`config.mk`:
```
export PLATFORM = sky130hd
export DESIGN_NAME = uart_tx_arbiter
export DESIGN_NICKNAME = d
export VERILOG_FILES = /design/src/rtl/uart_pkg.sv /design/src/rtl/rr_select.sv /design/src/rtl/uart_tx_arbiter.sv
export SDC_FILE = /design/constraint.sdc
export NUM_CORES = 1
export LEC_CHECK = 0
export BUFFER_PORTS_ARGS = -buffer_cell sky130_fd_sc_hd__buf_4
export CORE_UTILIZATION = 53
export DETAILED_ROUTE_END_ITERATION = 6
export GPL_TIMING_DRIVEN = 0
export PLACE_DENSITY = 0.81
export SLEW_MARGIN = 10
export SYNTH_ARGS = -nofsm -noshare
export SYNTH_HDL_FRONTEND = slang
export SYNTH_SLANG_ARGS = --single-unit
```
`constraint.sdc`:
```
create_clock -name i_clk -period 5 [get_ports i_clk]
set_input_delay 1 -clock i_clk [delete_from_list [all_inputs] [get_ports i_clk]]
set_output_delay 1 -clock i_clk [all_outputs]
set_load 0.05 [all_outputs]
```
`src/rtl/uart_pkg.sv`:
```
// Shared definitions for the UART transmit-side arbiter.
// State encodings and default timing constants.
package uart_pkg;

    typedef enum logic [1:0] {
        ST_IDLE      = 2'd0,
        ST_ISSUE     = 2'd1,
        ST_WAIT_BUSY = 2'd2,
        ST_WAIT_DONE = 2'd3
    } arb_state_t;

    localparam int DEF_STALL_CYCLES = 8;

endpackage

```
`src/rtl/rr_select.sv`:
```
// Combinational round-robin picker: first valid bit at or above ptr,
// wrapping around, returned one-hot and as an index.
module rr_select #(
    parameter  int N  = 4,
    localparam int IW = $clog2(N)
) (
    input  logic [IW-1:0] ptr,
    input  logic [N-1:0]  valid,
    output logic [N-1:0]  gnt,
    output logic [IW-1:0] idx,
    output logic          any
);

    logic [IW:0]   pos;
    logic [IW-1:0] j;

    always_comb begin
        gnt = '0;
        idx = '0;
        any = 1'b0;
        pos = '0;
        j   = '0;
        for (int k = 0; k < N; k++) begin
            pos = {1'b0, ptr} + (IW+1)'(k);
            if (pos >= (IW+1)'(N)) begin
                pos = pos - (IW+1)'(N);
            end
            j = pos[IW-1:0];
            if (!any && valid[j]) begin
                any    = 1'b1;
                gnt[j] = 1'b1;
                idx    = j;
            end
        end
    end

endmodule

```
`src/rtl/uart_tx_arbiter.sv`:
```
// Round-robin scheduler sharing one uart_tx among NUM_REQ byte producers,
// with optional per-requester burst lock capped at MAX_BURST bytes.
module uart_tx_arbiter
    import uart_pkg::*;
#(
    parameter int NUM_REQ      = 4,
    parameter int MAX_BURST    = 16,
    parameter int STALL_CYCLES = DEF_STALL_CYCLES
) (
    input  logic                 i_clk,
    input  logic                 i_rst_n,
    input  logic [NUM_REQ-1:0]   i_req_valid,
    input  logic [8*NUM_REQ-1:0] i_req_data,
    input  logic [NUM_REQ-1:0]   i_req_lock,
    output logic [NUM_REQ-1:0]   o_req_ready,
    output logic [7:0]           o_data_send,
    output logic                 o_tx_valid,
    input  logic                 i_ready_tx,
    output logic [2:0]           o_grant_id,
    output logic                 o_busy,
    output logic                 o_stall
);

    localparam int IW = $clog2(NUM_REQ);
    localparam int BW = $clog2(MAX_BURST + 1);
    localparam int SW = $clog2(STALL_CYCLES + 1);

    arb_state_t state, state_d;

    logic [IW-1:0]      rr_ptr;
    logic [IW-1:0]      owner_q;
    logic [IW-1:0]      rr_idx;
    logic [IW-1:0]      win_idx;
    logic [NUM_REQ-1:0] rr_oh;
    logic [NUM_REQ-1:0] win_oh;
    logic [BW-1:0]      burst_cnt;
    logic [BW-1:0]      burst_next;
    logic [SW-1:0]      stall_cnt;
    logic [7:0]         win_data;
    logic               win_lock;
    logic               lock_held;
    logic               lock_win;
    logic               owner_valid;
    logic               rr_any;
    logic               grant;
    logic               stall_fire;

    rr_select #(
        .N(NUM_REQ)
    ) u_rr (
        .ptr  (rr_ptr),
        .valid(i_req_valid),
        .gnt  (rr_oh),
        .idx  (rr_idx),
        .any  (rr_any)
    );

    // A held lock only counts while its owner still presents a byte.
    assign owner_valid = i_req_valid[owner_q];
    assign lock_win    = lock_held & owner_valid;

    always_comb begin
        win_oh  = rr_oh;
        win_idx = rr_idx;
        if (lock_win) begin
            win_oh          = '0;
            win_oh[owner_q] = 1'b1;
            win_idx         = owner_q;
        end
    end

    always_comb begin
        win_data = '0;
        win_lock = 1'b0;
        for (int i = 0; i < NUM_REQ; i++) begin
            if (win_oh[i]) begin
                win_data = i_req_data[8*i +: 8];
                win_lock = i_req_lock[i];
            end
        end
    end

    assign grant       = i_rst_n && (state == ST_IDLE) && i_ready_tx && rr_any;
    assign o_req_ready = grant ? win_oh : '0;
    assign burst_next  = lock_win ? burst_cnt + 1'b1 : BW'(1);

    assign o_tx_valid = (state == ST_ISSUE);
    assign o_busy     = (state != ST_IDLE);
    assign o_grant_id = 3'(owner_q);

    always_comb begin
        state_d    = state;
        stall_fire = 1'b0;
        unique case (state)
            ST_IDLE: begin
                if (grant) state_d = ST_ISSUE;
            end
            ST_ISSUE: begin
                state_d = ST_WAIT_BUSY;
            end
            ST_WAIT_BUSY: begin
                if (!i_ready_tx) begin
                    state_d = ST_WAIT_DONE;
                end else if (stall_cnt == SW'(STALL_CYCLES - 1)) begin
                    stall_fire = 1'b1;
                    state_d    = ST_IDLE;
                end
            end
            ST_WAIT_DONE: begin
                if (i_ready_tx) state_d = ST_IDLE;
            end
            default: state_d = ST_IDLE;
        endcase
    end

    always_ff @(posedge i_clk or negedge i_rst_n) begin
        if (!i_rst_n) begin
            state       <= ST_IDLE;
            rr_ptr      <= '0;
            owner_q     <= '0;
            burst_cnt   <= '0;
            lock_held   <= 1'b0;
            stall_cnt   <= '0;
            o_data_send <= '0;
            o_stall     <= 1'b0;
        end else begin
            state   <= state_d;
            o_stall <= stall_fire;
            if (grant) begin
                o_data_send <= win_data;
                owner_q     <= win_idx;
                rr_ptr      <= (win_idx == IW'(NUM_REQ - 1)) ? '0 : win_idx + 1'b1;
                burst_cnt   <= burst_next;
                lock_held   <= win_lock && (burst_next < BW'(MAX_BURST));
            end else if (stall_fire || (state == ST_IDLE && !owner_valid)) begin
                lock_held <= 1'b0;
            end
            // Stall timer restarts on every issued byte.
            if (state == ST_ISSUE) begin
                stall_cnt <= '0;
            end else if (state == ST_WAIT_BUSY) begin
                stall_cnt <= stall_cnt + 1'b1;
            end
        end
    end

endmodule

```
Word level (Yosys, flattened, before mapping) --
Cells that the tools add are included.
Operators by class: multiplexer cells 61, bitwise logic cells 4, equality and inequality tests 8, reduce and logical (&&, ||, !) cells 23, magnitude comparators 15, add/sub/neg operators 10
Operator list (number):
- 4-bit 2-to-1 mux | 8
- 8-bit 2-to-1 mux | 4
- 2-bit 2-to-1 mux | 14
- 1-bit 2-to-1 mux | 23
- 2-bit by 3-bit less-than comparator with 1-bit output, second input constant | 5
- 1-bit logical AND | 13
- 4-bit bitwise OR | 3
- 1-bit binary-select mux with 2-bit select | 5
- 1-bit demux with 2-bit select | 5
- 2-bit by 1-bit >= comparator with 1-bit output, second input constant | 5
- 3-bit >= comparator, second input constant | 3
- 2-bit one-hot mux with 4 select lines | 1
- 2-bit by 1-bit subtractor with 2-bit output, second input constant | 4
- 2-bit by 2-bit adder with 3-bit output, second input constant | 2
- 2-bit == test, second input constant | 3
- 2-bit nonzero test | 3
- 5-bit by 1-bit adder with 5-bit output, second input constant | 1
- 5-bit less-than comparator, second input constant | 1
- 5-bit 2-to-1 mux | 1
- 4-bit by 1-bit adder with 4-bit output, second input constant | 1
- 4-bit by 3-bit == test with 1-bit output, second input constant | 1
- 1-bit zero test | 4
- 2-bit inequality test, second input constant | 2
- 2-bit by 1-bit adder with 3-bit output, second input constant | 1
- other kinds (8) | 8
Word-level totals: flip-flop bits (word level) 25, output and inout bits 18, logic and storage cells 129, input port bits 43

Logic depth before layout (Yosys ltp) --
depth after elaboration 21, mapped depth 12, mapped depth without buffers 9

Modules after synthesis --
A second synthesis with hierarchy kept.
Unflattened totals: cells, all modules 241, area, all modules 2168.3 um2
By module, submodules not included:
- uart_tx_arbiter | seq. area each 625.6 um2, area an instance 1746.7 um2, times used 1, cells an instance 196
- rr_select | seq. area each 0.0 um2, area an instance 421.7 um2, times used 1, cells an instance 45

Worst setup path after synthesis --
OpenSTA, ideal clock, no wires.
path type register to output, start register rr_ptr[0], end output o_req_ready[1], buffers on the path 2, cell stages (with the launch flop) 9, data arrival time 3.655 ns, setup slack 0.345 ns, required time 4.000 ns, cells stage by stage dfrtp_1 > buf_6 > clkbuf_1 > inv_1 > ha_1 > mux4_2 > or3_4 > or4b_4 > a31oi_1
Between the ends: cells in the longest elaborated chain, start to end 16, elaborated cells between the ends (all ways) 63, classes of those cells add/sub (7); order compare (12); mux (30); bitwise (3); reduce/logical (11)
Ends and longest elaborated chain:
- from (decl) | line uart_tx_arbiter.sv:30 | logic [IW-1:0] rr_ptr;
- from (signal assigned) | line uart_tx_arbiter.sv:132 | rr_ptr <= (win_idx == IW'(NUM_REQ - 1)) ? '0 : win_idx + 1'b1;
- branches (longest 15 deep; another with 2-bit by 1-bit adder with 3-bit output)
- 4-bit 2-to-1 mux * | line uart_tx_arbiter.sv:84 | assign o_req_ready = grant ? win_oh : '0;
- to (decl) | line uart_tx_arbiter.sv:15 | output logic [NUM_REQ-1:0] o_req_ready,
Mark *: on every way between the ends. The select of a mux whose other input is x is not followed.

Worst setup path after layout --
Ends and elaborated chain as after synthesis.

==> impl_metrics.csv <==
group,metric,value,unit
synth,syn-cell-area,0.002190,mm^2
final_layout,final_cell_mix,"buf_4, nand2_1, dfrtp_1",
worst_setup_path,crit_chain,"buf_6 > clkbuf_2 > inv_1 > ha_1 > mux4_2 > or3_4 > or4b_4 > a31oi_1 > buf_4",
synth,ys_seq_elements,25,
sta,relSlewSlack,36.75,%
synth,synthesis.nets,304,
pwr,cell_internal_pwr,0.8625,mW
final_layout,num_antenna_cells,0,
floorplanning,start_util,57.64,%
pwr,clockPowerShare,7.3,%
pwr,seqPwrFrac,19.3,%
synth,syn_inst,247,
placement,place_area,0.002678,mm^2
worst_setup_path,path_max_fanout,10,
synth,ys_seq_area_share,28.57,%
detailed_routing,wl,6003,um
cts,cts_tree,"done",
cts,clockBufferDepth,2,
cts,clkLatencyLatePin,0.28,ns
synth,synth_edf_count,0,
synth,syn_avg_cell_area,8.865,um^2
placement,hpwl,4480,um
sta,tightest_slew,0.9487,ns
detailed_routing,wl_per_cell,16.86,um
floorplanning,rows,22,
pwr,p_leak,1.232,nW
pwr,power.share.switching,52.66,%
sta,setup_viol,0,
worst_setup_path,cp-start-kind,"flip-flop",
floorplanning,ios,61,
detailed_routing,first_pass_iters,4,
synth,synthFlopType,"dfrtp_1",
pwr,netSwitchingPower,0.9596,mW
worst_setup_path,cpPeakStageDelay,0.63,ns
final_layout,drive_gt1_share,30.52,%
synth,yosysUniqueCellTypes,49,
pwr,ir_worst_vdd,0.3472,mV
cts,cts.htree.levels,1,
worst_setup_path,worstPathRequired,4.00,ns
synth,yosys_warnings,0,
pwr,power_frac_comb,73.3,%
detailed_routing,drc,0,
cts,cts-root-buf,"clkbuf_8",
floorplanning,die_x,66.28,um
final_layout,syn_to_final_growth,25.54,%
worst_setup_path,critical_path.top_delay_family,"simple AND/OR/NAND/NOR gates",
worst_setup_path,worstSetupEndpointType,"primary output",
synth,async_reset_ff_share,100.0,%
worst_hold_path,min_path_type,"flip-flop to flip-flop",
global_routing,grt_usage,28.67,%
cts,post-cts-setup-buffers,0,
placement,gp_congestion,0.9200,
worst_setup_path,slowest_stage,"mux4_2",
sta,fin_crit,4.815,ns
global_routing,grt_max_degree,28,
worst_setup_path,critPathKind,"flip-flop to primary output",
sta,hold_viol,0,
sta,clock_skew,0.003577,ns
global_routing,grt-ovfl-total,0,
final_layout,final_area,0.002749,mm^2
placement,dp.cells,352,
global_routing,grt_antenna_before_repair,0,
cts,ctsHoldBuffers,0,
sta,min_period_over_period,96.31,%
global_routing,grt_pass1_vias,2090,
worst_setup_path,crit_arrival,3.82,ns
floorplanning,core,0.003799,mm^2
final_layout,nets,366,
floorplanning,die-area,0.004392,mm^2
final_layout,instances_no_fill,356,
cts,ctsResizeCount,3,
final_layout,final_util,72.37,%
floorplanning,die_h,66.28,um
job,cap_violations,0,
cts,clkSlewWorstSetupHoldPaths,0.10,ns
pwr,power_density,662.8,mW/mm^2
detailed_routing,drtAntennaViolNets,0,
worst_setup_path,critPathBufInv,4,
sta,maxClockFrequency,0.2077,GHz
sta,final_max_slew_viol_count,0,
sta,setup_tns,0,ns
detailed_routing,vias_per_cell,6.076,
final_layout,final_common_cell,"buf_4",
cts,numCtsBuffers,3,
detailed_routing,drt_iter0_drc,241,
cts,cts.sinks,25,
global_routing,grt_pass1_wl,9798,um
status,status,"complete, no violations",
placement,place.port_buffers,57,
detailed_routing,vias,2163,
sta,rsz0062_at_grt,"no",
power by group through the flow:
stage	combinational (mW)	sequential, mW	clock [mW]
after floorplan	0.891	0.457	0
after global placement	1.28	0.350	0
after detailed placement	1.30	0.356	0
after CTS	1.32	0.352	0.135
after global routing	1.45	0.364	0.146
final	1.34	0.352	0.134
synth_stat cells, drive strengths merged, types with 3 or more instances:
library cell | n | share of area [%]
a21oi | 14 | 3.7
a221o | 3 | 1.4
a221oi | 12 | 7.4
a2bb2oi | 8 | 3.2
a31oi | 5 | 1.4
buf | 9 | 2.4
clkbuf | 7 | 1.2
dfrtp | 25 | 29
ha | 14 | 8.0
inv | 15 | 2.6
mux2i | 9 | 4.1
mux4 | 4 | 4.1
nand2 | 27 | 4.6
nand2b | 5 | 1.4
nand3 | 8 | 2.4
nor2 | 24 | 4.1
o21ai | 10 | 2.3
o22ai | 6 | 1.7
o31ai | 9 | 3.1
or3 | 3 | 1.1
worst paths after layout:
path	start	endpoint	slack (ns)	cells after the start
setup / recovery	rr_ptr[0]$_DFFE_PN0P_	o_req_ready[1]	0.18	9
hold / removal	o_data_send[2]$_DFFE_PN0P_	o_data_send[2]$_DFFE_PN0P_	0.51	2
setup reg to reg	rr_ptr[0]$_DFFE_PN0P_	o_data_send[1]$_DFFE_PN0P_	1.04	11
hold reg to reg	o_data_send[2]$_DFFE_PN0P_	o_data_send[2]$_DFFE_PN0P_	0.51	2
max in group asynchronous	i_rst_n	o_data_send[1]$_DFFE_PN0P_	4.11	1
min in group asynchronous	i_rst_n	stall_cnt[3]$_DFFE_PN0P_	0.61	1
logic make-up after synthesis:
kind of cell             share of synthesized area, %
AO/OA/AOI/OAI                                   29.49
AND/OR/NAND/NOR                                 17.94
buffers and inverters                           6.171
flip-flops                                      28.57
multiplexers                                    9.257
adder cells (fa/ha/maj)                         8.000
other                                          0.1713
XOR/XNOR                                       0.4001
registers in the layout (all words and copies together), names as in the netlist:
signal / cells
o_data_send: 8
burst_cnt: 5
stall_cnt: 4
owner_q: 2
rr_ptr: 2
state: 2
lock_held: 1
o_stall: 1
tightest hold or removal path: cells and delay by family, from the launching register on:
| family | cells | cell delay [ns] |
|---|---|---|
| flops | 1 | 0.36 |
| compound gates | 2 | 0.12 |
through the flow:
stage,hold slack [ns],setup slack (ns),total power [mW]
detailed placement,0.4910,0.001820,1.660
global placement,0.4806,0.08727,1.626
floorplan,0.4645,0.3451,1.348
CTS,0.5134,0.1554,1.803
global route,0.5384,0.03028,1.960
finish,0.5115,0.1846,1.822
layer usage:
layer / share of wire (%) / vias to the layer above / track usage [%] / wire (um)
met5: 0 / - / 0 / 0
met4: 0.57 / 0 / 5.053 / 34
met3: 4.8 / 6 / 2.414 / 288
met2: 51 / 79 / 49.49 / 3034
met1: 44 / 1029 / 39.23 / 2646
li1: - / 1049 / - / -
area by class of cell:
| cell class | count | area, um^2 |
|---|---|---|
| Multi-Input combinational cell | 191 | 1446 |
| Fill cell | 315 | 1050 |
| Sequential cell | 25 | 625.6 |
| Timing Repair Buffer | 57 | 427.9 |
| Buffer | 16 | 82.58 |
| Tap cell | 48 | 60.06 |
| Inverter | 15 | 56.30 |
| Clock buffer | 3 | 41.29 |
| Clock inverter | 1 | 8.758 |
No activity file was read; power rests on OpenSTA's default activity.
